[src/rtl/music_pkg.sv]
// Shared definitions for the music playback path.
//   - Note code range accepted by the tone oscillator (MIDI 21..108, 0 = rest).
//   - Bit positions of the fields inside a 16-bit score ROM entry.
//   - Sequencer FSM state encoding.
//   - validate_note(): maps any code the oscillator cannot play to a rest.
package music_pkg;

  localparam logic [7:0] NOTE_MIN  = 8'd21;
  localparam logic [7:0] NOTE_MAX  = 8'd108;
  localparam logic [7:0] NOTE_REST = 8'd0;

  localparam int NOTE_LSB = 0;
  localparam int NOTE_MSB = 7;
  localparam int DUR_LSB  = 8;
  localparam int DUR_MSB  = 15;

  typedef enum logic [2:0] {
    ST_IDLE  = 3'd0,
    ST_FETCH = 3'd1,
    ST_LOAD  = 3'd2,
    ST_PLAY  = 3'd3,
    ST_DONE  = 3'd4
  } state_e;

  function automatic logic [7:0] validate_note(input logic [7:0] code);
    if (code == NOTE_REST || (code >= NOTE_MIN && code <= NOTE_MAX)) begin
      return code;
    end
    return NOTE_REST;
  endfunction

endpackage

[src/rtl/note_sequencer_if.sv]
// Control, score-ROM and note-output signals of the note sequencer.
//   start/stop (pulses), pause/loop (levels)  : game logic -> sequencer
//   rom_addr -> score ROM, rom_data <- score ROM (one cycle read latency)
//   note, busy, beat, done                    : sequencer -> oscillator / game logic
// Modports: master = surrounding system (game logic + ROM), slave = sequencer.
interface note_sequencer_if #(
  parameter int ADDR_W = 6
);
  logic              start;
  logic              stop;
  logic              pause;
  logic              loop;
  logic [ADDR_W-1:0] rom_addr;
  logic [15:0]       rom_data;
  logic [7:0]        note;
  logic              busy;
  logic              beat;
  logic              done;

  modport master (
    output start, stop, pause, loop, rom_data,
    input  rom_addr, note, busy, beat, done
  );

  modport slave (
    input  start, stop, pause, loop, rom_data,
    output rom_addr, note, busy, beat, done
  );
endinterface

[src/rtl/tick_divider.sv]
// Tempo tick divider: counts clock cycles within one tempo tick.
//   clk, rst : clock, asynchronous active-high reset
//   en_i     : count this cycle
//   clr_i    : force the count back to 0 (wins over en_i)
//   cnt_o    : current position inside the tick (0..TICK_CYCLES-1)
//   tick_o   : high in the last counted cycle of a tick
module tick_divider #(
  parameter int TICK_CYCLES = 250000,
  parameter int CW          = $clog2(TICK_CYCLES)
) (
  input  logic          clk,
  input  logic          rst,
  input  logic          en_i,
  input  logic          clr_i,
  output logic [CW-1:0] cnt_o,
  output logic          tick_o
);

  logic [CW-1:0] cnt_q, cnt_d;

  assign tick_o = en_i && (cnt_q == CW'(TICK_CYCLES - 1));
  assign cnt_o  = cnt_q;

  always_comb begin
    cnt_d = cnt_q;
    if (clr_i || tick_o) begin
      cnt_d = '0;
    end else if (en_i) begin
      cnt_d = cnt_q + CW'(1);
    end
  end

  always_ff @(posedge clk or posedge rst) begin
    if (rst) begin
      cnt_q <= '0;
    end else begin
      cnt_q <= cnt_d;
    end
  end

endmodule

[src/rtl/note_sequencer.sv]
// Note sequencer: walks a song score in an external ROM and presents one
// note code at a time to the tone oscillator.
//   clk, rst : clock, asynchronous active-high reset
//   bus      : note_sequencer_if.slave
//     start/stop pulses, pause/loop levels from game logic
//     rom_addr/rom_data to the score ROM (data one cycle after address)
//     note (0 = silent), busy, beat (tick pulse), done (end-of-score pulse)
// Every output is a register; the note register is loaded with the value
// that belongs to the position the FSM/divider is moving into.
module note_sequencer #(
  parameter int TICK_CYCLES = 250000,
  parameter int GAP_CYCLES  = 0,
  parameter int ADDR_W      = 6
) (
  input  logic            clk,
  input  logic            rst,
  note_sequencer_if.slave bus
);
  import music_pkg::*;

  localparam int                CW        = $clog2(TICK_CYCLES);
  localparam logic [ADDR_W-1:0] ADDR_LAST = '1;

  state_e            state_q;
  logic [ADDR_W-1:0] rom_addr_q;
  logic [7:0]        note_q;
  logic [7:0]        code_q;
  logic [7:0]        tick_rem_q;
  logic              busy_q, beat_q, done_q;

  logic [CW-1:0]     div_cnt, cnt_next;
  logic              tick, div_en, div_clr;
  logic [7:0]        entry_note, entry_dur, rem_next;

  // Articulation gap: the tail of the last tick of a note is silent.
  function automatic logic [7:0] gate_note(input logic [7:0]    code,
                                           input logic [7:0]    rem,
                                           input logic [CW-1:0] cnt);
    if (rem == 8'd1 && int'(cnt) >= (TICK_CYCLES - GAP_CYCLES)) begin
      return NOTE_REST;
    end
    return code;
  endfunction

  assign entry_note = bus.rom_data[NOTE_MSB:NOTE_LSB];
  assign entry_dur  = bus.rom_data[DUR_MSB:DUR_LSB];

  assign div_en  = (state_q == ST_PLAY) && !bus.pause;
  assign div_clr = (state_q != ST_PLAY) || bus.stop || bus.start;

  // Position the divider and tick counter move to at the next edge.
  assign cnt_next = tick ? '0 : div_cnt + CW'(1);
  assign rem_next = tick ? tick_rem_q - 8'd1 : tick_rem_q;

  tick_divider #(
    .TICK_CYCLES(TICK_CYCLES),
    .CW         (CW)
  ) u_div (
    .clk   (clk),
    .rst   (rst),
    .en_i  (div_en),
    .clr_i (div_clr),
    .cnt_o (div_cnt),
    .tick_o(tick)
  );

  always_ff @(posedge clk or posedge rst) begin
    if (rst) begin
      state_q    <= ST_IDLE;
      rom_addr_q <= '0;
      note_q     <= NOTE_REST;
      code_q     <= NOTE_REST;
      tick_rem_q <= '0;
      busy_q     <= 1'b0;
      beat_q     <= 1'b0;
      done_q     <= 1'b0;
    end else begin
      beat_q <= 1'b0;
      done_q <= 1'b0;
      if (bus.stop) begin
        state_q    <= ST_IDLE;
        note_q     <= NOTE_REST;
        tick_rem_q <= '0;
        busy_q     <= 1'b0;
      end else if (bus.start) begin
        // Restart from the top; note holds until the first entry is loaded.
        state_q    <= ST_FETCH;
        rom_addr_q <= '0;
        busy_q     <= 1'b1;
      end else begin
        case (state_q)
          ST_IDLE: begin
            note_q <= NOTE_REST;
          end
          ST_FETCH: begin
            state_q <= ST_LOAD;
          end
          ST_LOAD: begin
            if (entry_dur == 8'd0) begin
              if (bus.loop) begin
                rom_addr_q <= '0;
                state_q    <= ST_FETCH;
              end else begin
                note_q  <= NOTE_REST;
                done_q  <= 1'b1;
                state_q <= ST_DONE;
              end
            end else begin
              code_q     <= validate_note(entry_note);
              tick_rem_q <= entry_dur;
              note_q     <= bus.pause ? NOTE_REST
                                      : gate_note(validate_note(entry_note), entry_dur, '0);
              state_q    <= ST_PLAY;
            end
          end
          ST_PLAY: begin
            if (bus.pause) begin
              note_q <= NOTE_REST;
            end else if (tick && tick_rem_q == 8'd1) begin
              // Note finished; FETCH/LOAD keep showing its final value.
              beat_q     <= 1'b1;
              tick_rem_q <= 8'd0;
              note_q     <= gate_note(code_q, 8'd1, CW'(TICK_CYCLES - 1));
              if (rom_addr_q != ADDR_LAST) begin
                rom_addr_q <= rom_addr_q + ADDR_W'(1);
                state_q    <= ST_FETCH;
              end else if (bus.loop) begin
                // Last ROM slot behaves like an end marker.
                rom_addr_q <= '0;
                state_q    <= ST_FETCH;
              end else begin
                note_q  <= NOTE_REST;
                done_q  <= 1'b1;
                state_q <= ST_DONE;
              end
            end else begin
              beat_q     <= tick;
              tick_rem_q <= rem_next;
              note_q     <= gate_note(code_q, rem_next, cnt_next);
            end
          end
          ST_DONE: begin
            note_q  <= NOTE_REST;
            busy_q  <= 1'b0;
            state_q <= ST_IDLE;
          end
          default: begin
            note_q  <= NOTE_REST;
            busy_q  <= 1'b0;
            state_q <= ST_IDLE;
          end
        endcase
      end
    end
  end

  assign bus.rom_addr = rom_addr_q;
  assign bus.note     = note_q;
  assign bus.busy     = busy_q;
  assign bus.beat     = beat_q;
  assign bus.done     = done_q;

endmodule

[src/flat_wrapper.sv]
// flat-port wrapper written by rule: the top's interface ports become plain ports
module note_sequencer_flat import music_pkg::*;
#(
  parameter int TICK_CYCLES = 250000,
  parameter int GAP_CYCLES  = 0,
  parameter int ADDR_W      = 6
)
  (clk, rst, bus_start, bus_stop, bus_pause, bus_loop, bus_rom_data, bus_rom_addr, bus_note, bus_busy, bus_beat, bus_done);
  note_sequencer_if #(.ADDR_W(ADDR_W)) bus_i ();
  input  logic clk;
  input  logic rst;
  input wire logic [$bits(bus_i.start)-1:0] bus_start;
  input wire logic [$bits(bus_i.stop)-1:0] bus_stop;
  input wire logic [$bits(bus_i.pause)-1:0] bus_pause;
  input wire logic [$bits(bus_i.loop)-1:0] bus_loop;
  input wire logic [$bits(bus_i.rom_data)-1:0] bus_rom_data;
  output wire logic [$bits(bus_i.rom_addr)-1:0] bus_rom_addr;
  output wire logic [$bits(bus_i.note)-1:0] bus_note;
  output wire logic [$bits(bus_i.busy)-1:0] bus_busy;
  output wire logic [$bits(bus_i.beat)-1:0] bus_beat;
  output wire logic [$bits(bus_i.done)-1:0] bus_done;
  assign bus_i.start = bus_start;
  assign bus_i.stop = bus_stop;
  assign bus_i.pause = bus_pause;
  assign bus_i.loop = bus_loop;
  assign bus_i.rom_data = bus_rom_data;
  assign bus_rom_addr = bus_i.rom_addr;
  assign bus_note = bus_i.note;
  assign bus_busy = bus_i.busy;
  assign bus_beat = bus_i.beat;
  assign bus_done = bus_i.done;
  note_sequencer #(.TICK_CYCLES(TICK_CYCLES), .GAP_CYCLES(GAP_CYCLES), .ADDR_W(ADDR_W)) u_core (.clk(clk), .rst(rst), .bus(bus_i));
endmodule
[config.mk]
export PLATFORM = sky130hd
export DESIGN_NAME = note_sequencer_flat
export DESIGN_NICKNAME = d
export VERILOG_FILES = /design/src/rtl/music_pkg.sv /design/src/rtl/note_sequencer_if.sv /design/src/rtl/tick_divider.sv /design/src/rtl/note_sequencer.sv /design/src/flat_wrapper.sv
export SDC_FILE = /design/constraint.sdc
export NUM_CORES = 1
export LEC_CHECK = 0
export ABC_CLOCK_PERIOD_IN_PS = 2700
export BUFFER_PORTS_ARGS = -buffer_cell sky130_fd_sc_hd__buf_2
export CORE_AREA = 4 4 128 130
export DETAILED_ROUTE_END_ITERATION = 6
export DIE_AREA = 0 0 132 134
export HOLD_SLACK_MARGIN = 0.05
export PLACE_DENSITY = 0.47
export RECOVER_POWER = 25
export SLEW_MARGIN = 40
export SYNTH_ARGS = -nofsm -noshare
export SYNTH_HDL_FRONTEND = slang
export SYNTH_HIERARCHICAL = 1
export SYNTH_SLANG_ARGS = --single-unit
[constraint.sdc]
create_clock -name clk -period 2.7 [get_ports clk]
set_input_delay 0.54 -clock clk [delete_from_list [all_inputs] [get_ports clk]]
set_output_delay 0.54 -clock clk [all_outputs]
set_load 0.05 [all_outputs]
# Word-level counts from Yosys, hierarchy flattened
# Index checks and enable logic that the tools add are counted.
[totals]
reg_bits = 54
rom_bits = 0
mem_bits_rw = 0
latchBits = 0
memories = 0
[op_classes]
n_div = 0
shifts = 0
n_reduce_logical = 22
n_bitwise = 3
add_sub_neg = 3
eq_ne = 20
n_mux = 66
mul = 0
order_cmp = 3
[op_table]
columns = ["op", "n"]
rows = [
  ["$mux W8", 19],
  ["$mux W18", 3],
  ["$mux W6", 6],
  ["$mux W1", 26],
  ["$pmux W8 S3", 1],
  ["$mux W3", 7],
  ["$add A18 B1 Y18 const B", 1],
  ["$eq A18 B18 Y1 const B", 1],
  ["$ge A18 B18 Y1 const B", 1],
  ["$eq A8 B1 Y1 const B", 2],
  ["$logic_not A8 Y1", 2],
  ["$pmux W8 S2", 1],
  ["$ne A3 B3 Y1 const B", 5],
  ["$ne A4 B4 Y1 const B", 3],
  ["$pmux W3 S4", 1],
  ["$pmux W6 S2", 1],
  ["$ge A8 B5 Y1 const B", 1],
  ["$le A8 B7 Y1 const B", 1],
  ["$reduce_and A4 Y1", 2],
  ["$sub A8 B1 Y8 const B", 1],
  ["$add A6 B1 Y6 const B", 1],
  ["$eq A3 B2 Y1 const B", 2],
  ["$ne A3 B2 Y1 const B", 2],
  ["$ne A6 B6 Y1 const B", 1],
  ["15 further kinds", 26],
]

# Logic depth before layout (Yosys ltp)
[depth]
ltp_word = 18
mapped_depth = 12
depth_no_buf = 10

# Cells and area by module
# Netlist, hierarchy kept.
[modules_own_cells]
columns = ["module", "seq_area_each_um2", "cells_each", "instances", "area_each_um2"]
rows = [
  ["note_sequencer", 900.9, 297, 1, 2503.7],
  ["tick_divider", 450.4, 97, 1, 954.7],
]

# Least setup slack after synthesis
# No wires, ideal clock.
[synth_path]
kind = "reg-to-reg"
from = "register u_core.state_q[2]"
to = "register u_core.note_q[2], in the netlist u_core/bus.note[2]"
n_path_buf = 2
setup_slack_ps = -201
arrival_time_ps = 2767
setup_ps = 134
stages_incl_launch_ff = 13
path_cell_list = "dfrtp_1 nand3b_1 nor2_1 nand4_2 nor4_1 buf_2 and4bb_2 nand2_1 o31a_1 clkbuf_1 nand2_1 nand4b_1 o211ai_2"
[synth_between]
elab_chain_len = 18
word_cells_on_any_way = 26
classes_between = "order compare: 1; eq/ne: 6; mux: 14; reduce/logical: 5"
[synth_rtl]
columns = ["element", "line", "text"]
rows = [
  ["start, declared", "note_sequencer.sv:24", "state_e state_q;"],
  ["start signal, assigned", "note_sequencer.sv:69", "state_q <= ST_IDLE;"],
  ["start signal, assigned", "note_sequencer.sv:81", "state_q <= ST_IDLE;"],
  ["start signal, assigned", "note_sequencer.sv:87", "state_q <= ST_FETCH;"],
  ["$eq A3 B2 Y1 (*)", "n/a", ""],
  ["$logic_and A1 B1 Y1 (*)", "note_sequencer.sv:48", "assign div_en = (state_q == ST_PLAY) && !bus.pause;"],
  ["via u_core.div_en", "note_sequencer.sv:32", "logic tick, div_en, div_clr;"],
  ["$logic_and A1 B1 Y1 (*)", "tick_divider.sv:21", "assign tick_o = en_i && (cnt_q == CW'(TICK_CYCLES - 1));"],
  ["via u_core.tick", "note_sequencer.sv:32", ""],
  ["$mux W18 / $mux W8 (equally long branches)", "note_sequencer.sv:52, note_sequencer.sv:53", ""],
  ["$ge A18 B18 Y1 / $eq A8 B1 Y1 (equally long branches)", "note_sequencer.sv:39", "if (rem == 8'd1 && int'(cnt) >= (TICK_CYCLES - GAP_CYCLES)) begin"],
  ["$logic_and A1 B1 Y1", "note_sequencer.sv:39", ""],
  ["[... 4 more ...]", "n/a", ""],
  ["$mux W1", "note_sequencer.sv:85", "end else if (bus.start) begin"],
  ["$mux W1", "note_sequencer.sv:80", "if (bus.stop) begin"],
  ["$mux W8", "note_sequencer.sv:42", "return code;"],
  ["$mux W8 (*)", "note_sequencer.sv:119", "end else if (tick && tick_rem_q == 8'd1) begin"],
  ["$mux W8 (*)", "note_sequencer.sv:117", "if (bus.pause) begin"],
  ["$pmux W8 S3 (*)", "note_sequencer.sv:91", "case (state_q)"],
  ["$mux W8 (*)", "note_sequencer.sv:85", ""],
  ["$mux W8 (*)", "note_sequencer.sv:80", ""],
  ["end signal, assigned", "note_sequencer.sv:111", "note_q <= bus.pause ? NOTE_REST"],
  ["end signal, assigned", "note_sequencer.sv:123", "note_q <= gate_note(code_q, 8'd1, CW'(TICK_CYCLES - 1));"],
  ["end signal, assigned", "note_sequencer.sv:139", "note_q <= gate_note(code_q, rem_next, cnt_next);"],
  ["end, declared", "note_sequencer.sv:26", "logic [7:0] note_q;"],
]
# The timed path passes the listed nets; every way through them passes the cells marked *. The select of a mux whose other input is x is not followed.
# A chain may end at the register's enable or synchronous reset.

# Final worst setup path
# Ends and elaborated chain as after synthesis.

==> out/metrics.yaml <==
status:
  status: "completed"
timing:
  fin_ws_ns: 0.178
  tns_ns: 0
  fin_crit_sh_pct: 93.4
  rsz0062_at_grt: "false"
  final-max-slew-violation-count: 0
  fin_worst_skew_ns: 0.00454
  hold_viol_final: 0
  relSlewSlack_pct: 32.9
  setup_viol: 0
  fmax_ghz: 0.397
  tightest_slew_ns: 1.01
  period_needed_ns: 2.52
route:
  num_vias: 3333
  drcViolationCount: 0
  dr.pass1.iters: 4
  postRouteAntennaNets: 0
  via_per_inst: 5.20
  drt_iter0_markers: 173
  wl_per_cell_um: 15.7
  wirelength_mm: 10.1
power:
  p_int_mw: 1.21
  powerDensity_mw_per_mm2: 387
  power_frac_clock_pct: 39.6
  leakage_nw: 1.70
  p_total_mw: 1.62
  ir_drop_uv: 233
  p_sw_uw: 412
  seqPwrFrac_pct: 51.8
  pwr-share-comb_pct: 8.6
  netSwitchingFraction_pct: 25.4
cts:
  cts_max_path_buffers: 2
  clock_sinks: 54
  clk_latency_ns: 0.30
  cts_buffers: 5
  post_cts_buffers: 0
  cts_hold_buf: 0
  h-tree-depth: 2
  clkTransAtPathRegs_ns: 0.07
  cts_tree: "done"
  root_buffer: "clkbuf_16"
global_route:
  antenna_found_initial: 0
  grt_max_degree: 37
  track_usage_pct: 11.5
  gr-total-overflow: 0
  grt_first_pass_wirelength_mm: 16.7
  first_global_vias: 3254
finish:
  drive_above_1_share_pct: 21.2
  nFillCells: 1599
  final_nets: 480
  syn_to_final_growth_pct: 21.2
  final-seq-area_mm2: 0.00135
  multi_input_area_mm2: 0.00205
  diodes: 0
logic_synthesis:
  syn_inst: 394
  synthAdderAreaFrac_pct: 1.81
  syn_avg_cell_area_um2: 8.78
  yosys.area_share.simple_pct: 29.6
  yosys-top-cells-area: "dfrtp_1 39%, nand2_1 5.9%, nor2_1 4.3%, o21ai_0 3.3%, xor2_1 2.8%"
  synth_seq_area_share_pct: 39.1
  syn_area_mm2: 0.00346
  synth_top_family_by_area: "simple AND/OR/NAND/NOR gates"
  synth_compound_area_share_pct: 21.9
  synthMuxAreaShare_pct: 0.615
  yosysTopAreaCell: "dfrtp_1"
  yosys.area_share.xor_xnor_pct: 4.31
  synth_seq_cells: 54
  synthFlopType: "dfrtp_1"
  ys_warn_count: 6
  ys_types: 69
  netlist.area_leader.share_pct: 39.1
  synth_common_cells: "54 x dfrtp_1, 54 x nand2_1, 40 x nor2_1"
  synthesis.nets: 421
  synth_edf_count: 0
  synthArstFlopShare_pct: 100
setup_path:
  critical_path_arrival_ns: 2.69
  cp_cell_sequence: "nand3b_1, nor2_4, nand4_4, nor4_2, and4bb_2, nand2_1, o31a_2, nand2_1, nand4b_1, o211ai_2"
  worst-path-max-fanout: 9
  required_ns: 2.87
  crit_path_end_kind: "register"
  cp_slowest_stage_delay_ns: 0.46
  crit_type: "register to register"
  worst_path_max_delay_cell: "o31a_2"
  worstSetupStartpointType: "register"
  cpMostUsedCell: "nand2_1"
floorplanning:
  rows: 45
  die_w_um: 132
  die_h_um: 134
  initial_core_util_pct: 22.8
  core-area_mm2: 0.0151
  die-area_mm2: 0.0177
  io_pins: 39
placement:
  dp_hpwl_mm: 7.53
  gp_congestion: 0.835
  dp_slack_ns: 0.0362
  io_buffers: 38
min_path:
  hp-class: "input port to async pin"
flow_run:
  max_cap_viol_count: 0
==> area by class of cell <==
type                    instances  share of cell area, %
flip-flops and latches         54                   32.2
clock inverters                 1                  0.179
inverters                      12                   1.07
multi-input cells             317                   48.9
repair buffers                 63                   8.93
clock buffers                   6                   3.08
well taps                     188                   5.61
==> per-layer routing <==
| layer | vias to the layer above | part of all wire (%) | track usage [%] |
|---|---|---|---|
| met5 | - | 0 | 0 |
| met4 | 0 | 1.6 | 3.91 |
| met3 | 10 | 5.2 | 2.44 |
| met2 | 90 | 45 | 18.2 |
| met1 | 1636 | 48 | 15.7 |
| li1 | 1597 | - | - |
==> critical path: cells and delay by family (launching register included) <==
family,cells,cell delay (ns)
simple gates,8,1.45
flops,1,0.38
compound gates,2,0.55
==> per-stage QoR <==
stage          std cells  instance area [µm²]  utilization (%)  hold WS [ns]
2_1_floorplan        394                 3480                -         0.448
3_3_place_gp         634                 4040             26.7         0.482
3_5_place_dp         634                 4040             26.7         0.485
4_1_cts              641                 4180             27.6         0.379
5_1_grt              641                 4190             27.7         0.308
6_report             641                 4190             27.7         0.246
==> flip-flops by register name, indices dropped and copies added (netlist names) <==
register and flops:
u_core/bus.busy 1, u_core/state_q 3, u_core/bus.rom_addr 6, u_core/tick_rem_q 8, u_core/code_q 8, u_core/bus.beat 1, u_core/bus.note 8, u_core/bus.done 1
u_core/u_div/cnt_o 18
==> logic make-up (layout without fill, tap and decap cells) <==
| family | count (synthesis) | in the layout |
|---|---|---|
| AND/OR/NAND/NOR | 187 | 187 |
| flip-flops | 54 | 54 |
| adder cells (fa/ha/maj) | 5 | 5 |
| multiplexers | 2 | 2 |
| XOR/XNOR | 17 | 17 |
| AO/OA/AOI/OAI | 106 | 106 |
| buffers and inverters | 23 | 82 |
==> worst paths after layout <==
path / start / end / slack (ns) / depth (start not counted)
hold / removal: rst / u_core/u_div/cnt_o[4] / 0.25 / 2
max in group asynchronous: rst / u_core/bus.note[0] / 1.54 / 3
min in group clk: u_core/code_q[3] / u_core/code_q[3] / 0.50 / 2
setup reg to reg: u_core/state_q[2] / u_core/bus.note[2] / 0.18 / 10
setup / recovery: u_core/state_q[2] / u_core/bus.note[2] / 0.18 / 10
hold reg to reg: u_core/code_q[3] / u_core/code_q[3] / 0.50 / 2
==> power by group through the flow <==
stage | combinational (mW) | sequential (mW) | clock, mW
after floorplan | 0.0774 | 0.856 | 0
after global placement | 0.139 | 0.857 | 0
after detailed placement | 0.142 | 0.857 | 0
after CTS | 0.142 | 0.841 | 0.674
after global routing | 0.157 | 0.843 | 0.705
final | 0.140 | 0.840 | 0.642
==> placed cells by master, fill, tap and decap left out, types with 4 or more instances in the layout <==
cell type,n
xor2_1,11
buf_4,24
a22oi_1,9
and3_1,5
and2_1,4
nor2_1,39
xnor2_1,6
o21ai_1,9
o31ai_1,4
inv_1,11
a21oi_1,19
ha_1,5
or4_1,5
nor3_1,9
buf_2,37
dfrtp_1,54
clkbuf_16,5
nor4_1,8
nand4_1,8
o21ai_0,23
nand2_1,54
nand3_1,12
nand4b_1,8
o211ai_1,8
==> what timing repair did <==
| item | 4_1_cts | 5_1_grt |
|---|---|---|
| hold endpoints to repair | 0 | 0 |
| gates resized for setup | 0 | 3 |
| setup endpoints to repair | 0 | 11 |
Note: power is estimated with default switching activity, not from simulation.
